===== src/rtl/umi_write_sched.sv =====
// Round-robin scheduler sharing one UMI request channel among N requesters, with a
// single-entry registered output stage and a cap on outstanding non-posted writes.
module umi_write_sched #(
  parameter int unsigned N      = 4,
  parameter int unsigned CW     = 32,
  parameter int unsigned PW     = 256,
  parameter int unsigned MAXOUT = 8,
  parameter int unsigned OW     = $clog2(MAXOUT + 1)
) (
  input  logic              clk,
  input  logic              reset,
  input  logic [N-1:0]      in_valid,
  input  logic [N*PW-1:0]   in_packet,
  output logic [N-1:0]      in_ready,
  output logic              out_valid,
  output logic [PW-1:0]     out_packet,
  input  logic              out_ready,
  input  logic              resp_done,
  output logic [OW-1:0]     outstanding,
  output logic              resp_err
);

  localparam int unsigned RW = (N > 1) ? $clog2(N) : 1;

  // UMI request opcodes live in command[4:0]
  localparam logic [4:0] OpReqWrite  = 5'h03;
  localparam logic [4:0] OpReqPosted = 5'h05;

  typedef struct packed {
    logic write;
    logic write_posted;
  } umi_write_t;

  // Equivalent of the umi_write decoder on command[7:0]
  function automatic umi_write_t umi_write(input logic [7:0] command);
    umi_write_t r;
    r.write        = (command[4:0] == OpReqWrite);
    r.write_posted = (command[4:0] == OpReqPosted);
    return r;
  endfunction

  logic [RW-1:0] rr_q, rr_d;
  logic          out_valid_q, out_valid_d;
  logic [PW-1:0] out_packet_q, out_packet_d;
  logic [OW-1:0] outstanding_q, outstanding_d;
  logic          resp_err_q, resp_err_d;

  logic [N-1:0]  nonposted;
  logic [N-1:0]  eligible;
  logic [N-1:0]  grant;
  logic [RW-1:0] gidx;
  logic          found;
  logic          load;
  logic          at_limit;
  logic          accept;
  logic          inc;
  logic          dec;

  assign at_limit = (outstanding_q == OW'(MAXOUT));
  assign load     = ~out_valid_q | out_ready;

  always_comb begin
    nonposted = '0;
    eligible  = '0;
    for (int i = 0; i < N; i++) begin
      nonposted[i] = umi_write(in_packet[i*PW +: 8]).write;
      eligible[i]  = in_valid[i] & ~(nonposted[i] & at_limit);
    end
  end

  // Search from rr upward with wrap; grants only while the output stage can load
  always_comb begin
    grant = '0;
    gidx  = '0;
    found = 1'b0;
    for (int k = 0; k < N; k++) begin
      int idx;
      idx = (int'(rr_q) + k) % N;
      if (!found && eligible[idx]) begin
        found = 1'b1;
        gidx  = RW'(idx);
      end
    end
    if (found && load) grant[gidx] = 1'b1;
  end

  assign in_ready = grant;
  assign accept   = found & load;
  assign inc      = accept & nonposted[gidx];
  assign dec      = resp_done & (outstanding_q != '0);

  always_comb begin
    rr_d          = rr_q;
    out_valid_d   = out_valid_q;
    out_packet_d  = out_packet_q;
    outstanding_d = outstanding_q;
    resp_err_d    = resp_err_q | (resp_done & (outstanding_q == '0));

    if (accept) begin
      out_valid_d  = 1'b1;
      out_packet_d = in_packet[int'(gidx)*PW +: PW];
      rr_d         = (gidx == RW'(N - 1)) ? '0 : gidx + RW'(1);
    end else if (out_ready) begin
      out_valid_d = 1'b0;
    end

    if (inc && !dec && !at_limit) begin
      outstanding_d = outstanding_q + OW'(1);
    end else if (dec && !inc) begin
      outstanding_d = outstanding_q - OW'(1);
    end
  end

  always_ff @(posedge clk or posedge reset) begin
    if (reset) begin
      rr_q          <= '0;
      out_valid_q   <= 1'b0;
      out_packet_q  <= '0;
      outstanding_q <= '0;
      resp_err_q    <= 1'b0;
    end else begin
      rr_q          <= rr_d;
      out_valid_q   <= out_valid_d;
      out_packet_q  <= out_packet_d;
      outstanding_q <= outstanding_d;
      resp_err_q    <= resp_err_d;
    end
  end

  assign out_valid   = out_valid_q;
  assign out_packet  = out_packet_q;
  assign outstanding = outstanding_q;
  assign resp_err    = resp_err_q;

endmodule

===== config.mk =====
export PLATFORM = sky130hd
export DESIGN_NAME = umi_write_sched
export DESIGN_NICKNAME = d
export VERILOG_FILES = /design/src/rtl/umi_write_sched.sv
export SDC_FILE = /design/constraint.sdc
export NUM_CORES = 1
export LEC_CHECK = 0
export BUFFER_PORTS_ARGS = -buffer_cell sky130_fd_sc_hd__buf_2
export CORE_AREA = 2 2 501 503
export CTS_BUF_LIST = sky130_fd_sc_hd__clkbuf_8
export DETAILED_ROUTE_END_ITERATION = 10
export DIE_AREA = 0 0 503 505
export PLACE_DENSITY = 0.3
export SYNTH_ARGS = -nofsm -noshare
export SYNTH_HDL_FRONTEND = slang
export SYNTH_SLANG_ARGS = --single-unit

===== constraint.sdc =====
create_clock -name clk -period 9.4 [get_ports clk]
set_input_delay 0.47 -clock clk [delete_from_list [all_inputs] [get_ports clk]]
set_output_delay 0.47 -clock clk [all_outputs]
set_load 0.03 [all_outputs]

==> flow_summary_export.csv <==
group,metric,value,unit
placement,place_congestion,0.927,
synth,synthesis.area,16300,µm²
worst_setup_path,crit_path_max_fanout,47,
finish,drive_gt1_frac,0.823,
synth,yosys-top-cells-count,"dfrtp_1 (264), mux2_2 (257), mux4_2 (257)",
drt,ant_nets,0,
placement,port_buffers,1297,
timing,tns,0,ns
finish,final_cells,5735,
synth,syn-num-nets,1982,
run,maxCapViolCount,0,
worst_setup_path,startpoint_type,"flip-flop",
pwr,max-vdd-ir-drop,0.135,mV
pwr,p_leak,12.2,nW
clock_network,clkSinkCount,264,
timing,timing.fmax,0.172,GHz
timing,skew,0.0508,ns
pwr,pwr_density_cell,315,nW/µm²
synth,postSynthAreaPerCell,17.2,µm²
synth,synth_cell_types,40,
floorplan,io_pins,1298,
clock_network,h-tree-depth,3,
placement,dpl.hpwl,142,mm
synth,synth_edf_count,0,
drt,dr.pass1.iters,5,
clock_network,cts_buffer_depth,3,
placement,pre_cts_ws,3.89,ns
drt,vias_per_cell,2.87,
global_routing,track_usage,0.121,
timing,worst_slack,3.58,ns
synth,async_flop_share,1.00,
drt,wirelength,160,mm
global_routing,gr-total-overflow,0,
floorplan,initial_core_util,0.0655,
floorplan,core-area,248000,µm²
finish,syn_to_final_growth,78.2,%
clock_network,clkSlewWorstSetupHoldPaths,0.06,ns
worst_setup_path,worstPathArrival,6.49,ns
floorplan,num_rows,183,
timing,setup_viol,0,
synth,yosys_warnings,0,
floorplan,die_w,503,µm
synth,synth-seq-area-share,0.406,
global_routing,grt_antenna_before_repair,127,
synth,yosys.area.top_type_share,0.406,
status,status,"finished clean",
floorplan,die_y,505,µm
placement,place_inst,5499,
finish,fin_util,0.117,
synth,synth_area_leaders,"dfrtp_1 (41%), mux4_2 (36%), mux2_2 (18%), buf_2 (1.7%), buf_1 (0.51%)",
clock_network,cts_resized,0,
timing,fin_crit,5.82,ns
synth,synth_ff_type,"dfrtp_1",
synth,yosys_register_bits,264,
synth,synth_largest_area_cell,"dfrtp_1",
clock_network,root_buffer,"clkbuf_8",
clock_network,insertion_delay,0.79,ns
synth,yosysMostFrequentCell,"dfrtp_1",
clock_network,cts_tree,"built",
floorplan,die_area,254000,µm²
worst_setup_path,crit_type,"flip-flop to flip-flop",
global_routing,grt_max_degree,109,
drt,drt_iter0_drc,708,
worst_setup_path,worst_ep_required_time,10.07,ns
timing,relSlewSlack,0.323,
worst_setup_path,end_kind,"flip-flop",
drt,drc,0,
timing,slew_violations,0,
finish,fin_nets,3354,
clock_network,cts_buffers,69,
global_routing,grt_pass1_wl,197,mm
drt,wl_per_cell,27.9,µm
worst_hold_path,min_path_type,"input port to flip-flop",
synth,netlist_instances,943,
timing,finalCritPeriodShare,0.619,
timing,worst_slew_pin_slew,1.02,ns
pwr,total_power,9.13,mW
global_routing,grt_pass1_vias,17621,
timing,hold_viol_final,0,
timing,rsz0062_at_grt,"false",
drt,vias,16477,
-- routing by layer --
metal,vias up,global-route usage,share of wire
li1,6703,-,-
met1,8240,0.120,0.33
met2,1118,0.200,0.47
met3,316,0.0794,0.16
met4,100,0.0478,0.040
met5,-,0,0.0042
-- power breakdown --
part,internal [mW],switching [mW],leakage [nW]
clock network,0.903,0.737,0.778
registers,1.72,0.348,3.07
logic,1.92,3.51,8.36
-- state kept, by name, indices dropped and copies added, names as in the netlist --
| register | count |
|---|---|
| out_packet | 256 |
| out_valid | 1 |
| outstanding | 4 |
| resp_err | 1 |
| rr_q | 2 |
-- worst max-delay path, cell delays in order, from the launching register on --
cell,delay (ns)
dfrtp_1,0.46
or4b_1,0.70
o41ai_2,0.56
o221a_1,0.27
o22a_4,0.62
buf_4,0.62
buf_4,0.85
mux4_2,0.59
dlygate4sd3_1,0.57
mux2_2,0.26
-- stage by stage --
stage / area (µm²) / hold slack (ns)
2_1_floorplan: 16300 / 0.562
3_3_place_gp: 26700 / 0.440
3_5_place_dp: 26700 / 0.448
4_1_cts: 28900 / 0.0000646
5_1_grt: 28900 / 0.0333
6_report: 29000 / 0.131
-- what timing repair did --
| item | 4_1_cts | 5_1_grt |
|---|---|---|
| setup buffers | 0 | 0 |
| hold buffers | 75 | 0 |
| hold endpoints to repair | 85 | 0 |
-- cell type report --
cell class                      count  area, µm²
Antenna cell                       49        123
Clock inverter                     29        262
Timing Repair Buffer             1390       7410
Tap cell                         3330       4170
Multi-Input combinational cell    581       9230
Sequential cell                   264       6610
Clock buffer                       83       1140
Fill cell                       28572     219000
Inverter                            9       41.3
-- placed cells by master, fill, tap and decap left out, types with 2 or more instances in the layout --
cell type | Yosys | layout
ha_1 | 6 | 6
nor3_1 | 2 | 2
clkbuf_8 | 0 | 83
o21a_1 | 2 | 2
mux2_1 | 2 | 2
or3_1 | 5 | 5
bufinv_16 | 0 | 4
buf_12 | 0 | 3
or2_2 | 3 | 3
xor2_1 | 2 | 2
clkinv_2 | 0 | 5
inv_8 | 0 | 2
buf_4 | 5 | 15
nor4_1 | 2 | 2
nand3_1 | 2 | 2
a21o_1 | 3 | 3
buf_2 | 54 | 1297
mux4_2 | 257 | 257
nand2_1 | 7 | 7
o41a_1 | 2 | 2
dlygate4sd3_1 | 0 | 75
nand2b_1 | 2 | 2
dfrtp_1 | 264 | 264
nor2_1 | 7 | 7
inv_1 | 8 | 22
clkinv_8 | 0 | 2
diode_2 | 0 | 49
mux2_2 | 257 | 257
nand3b_1 | 3 | 3
-- cell families after synthesis --
| kind of cell | Yosys count | share of synthesized area |
|---|---|---|
| multiplexers | 517 | 0.536 |
| flip-flops | 264 | 0.406 |
| buffers and inverters | 98 | 0.0279 |
| AND/OR/NAND/NOR | 35 | 0.0118 |
| AO/OA/AOI/OAI | 18 | 0.00977 |
| adder cells (fa/ha/maj) | 7 | 0.00585 |
| XOR/XNOR | 4 | 0.00262 |
-- path summary, 6_finish.rpt --
kind / start / end / slack, ns / cells past startpoint
max: outstanding[0]$_DFFE_PP0P_ / out_packet[148]$_DFFE_PP0P_ / 3.58 / 9
min: in_packet[172] / out_packet[172]$_DFFE_PP0P_ / 0.13 / 3
max reg2reg: outstanding[0]$_DFFE_PP0P_ / out_packet[148]$_DFFE_PP0P_ / 3.58 / 9
min reg2reg: resp_err$_DFF_PP0_ / resp_err$_DFF_PP0_ / 0.46 / 1
max in group asynchronous: reset / out_packet[7]$_DFFE_PP0P_ / 7.31 / 5
min in group asynchronous: reset / out_packet[119]$_DFFE_PP0P_ / 0.26 / 3
Power figures use the tool's default switching activity.
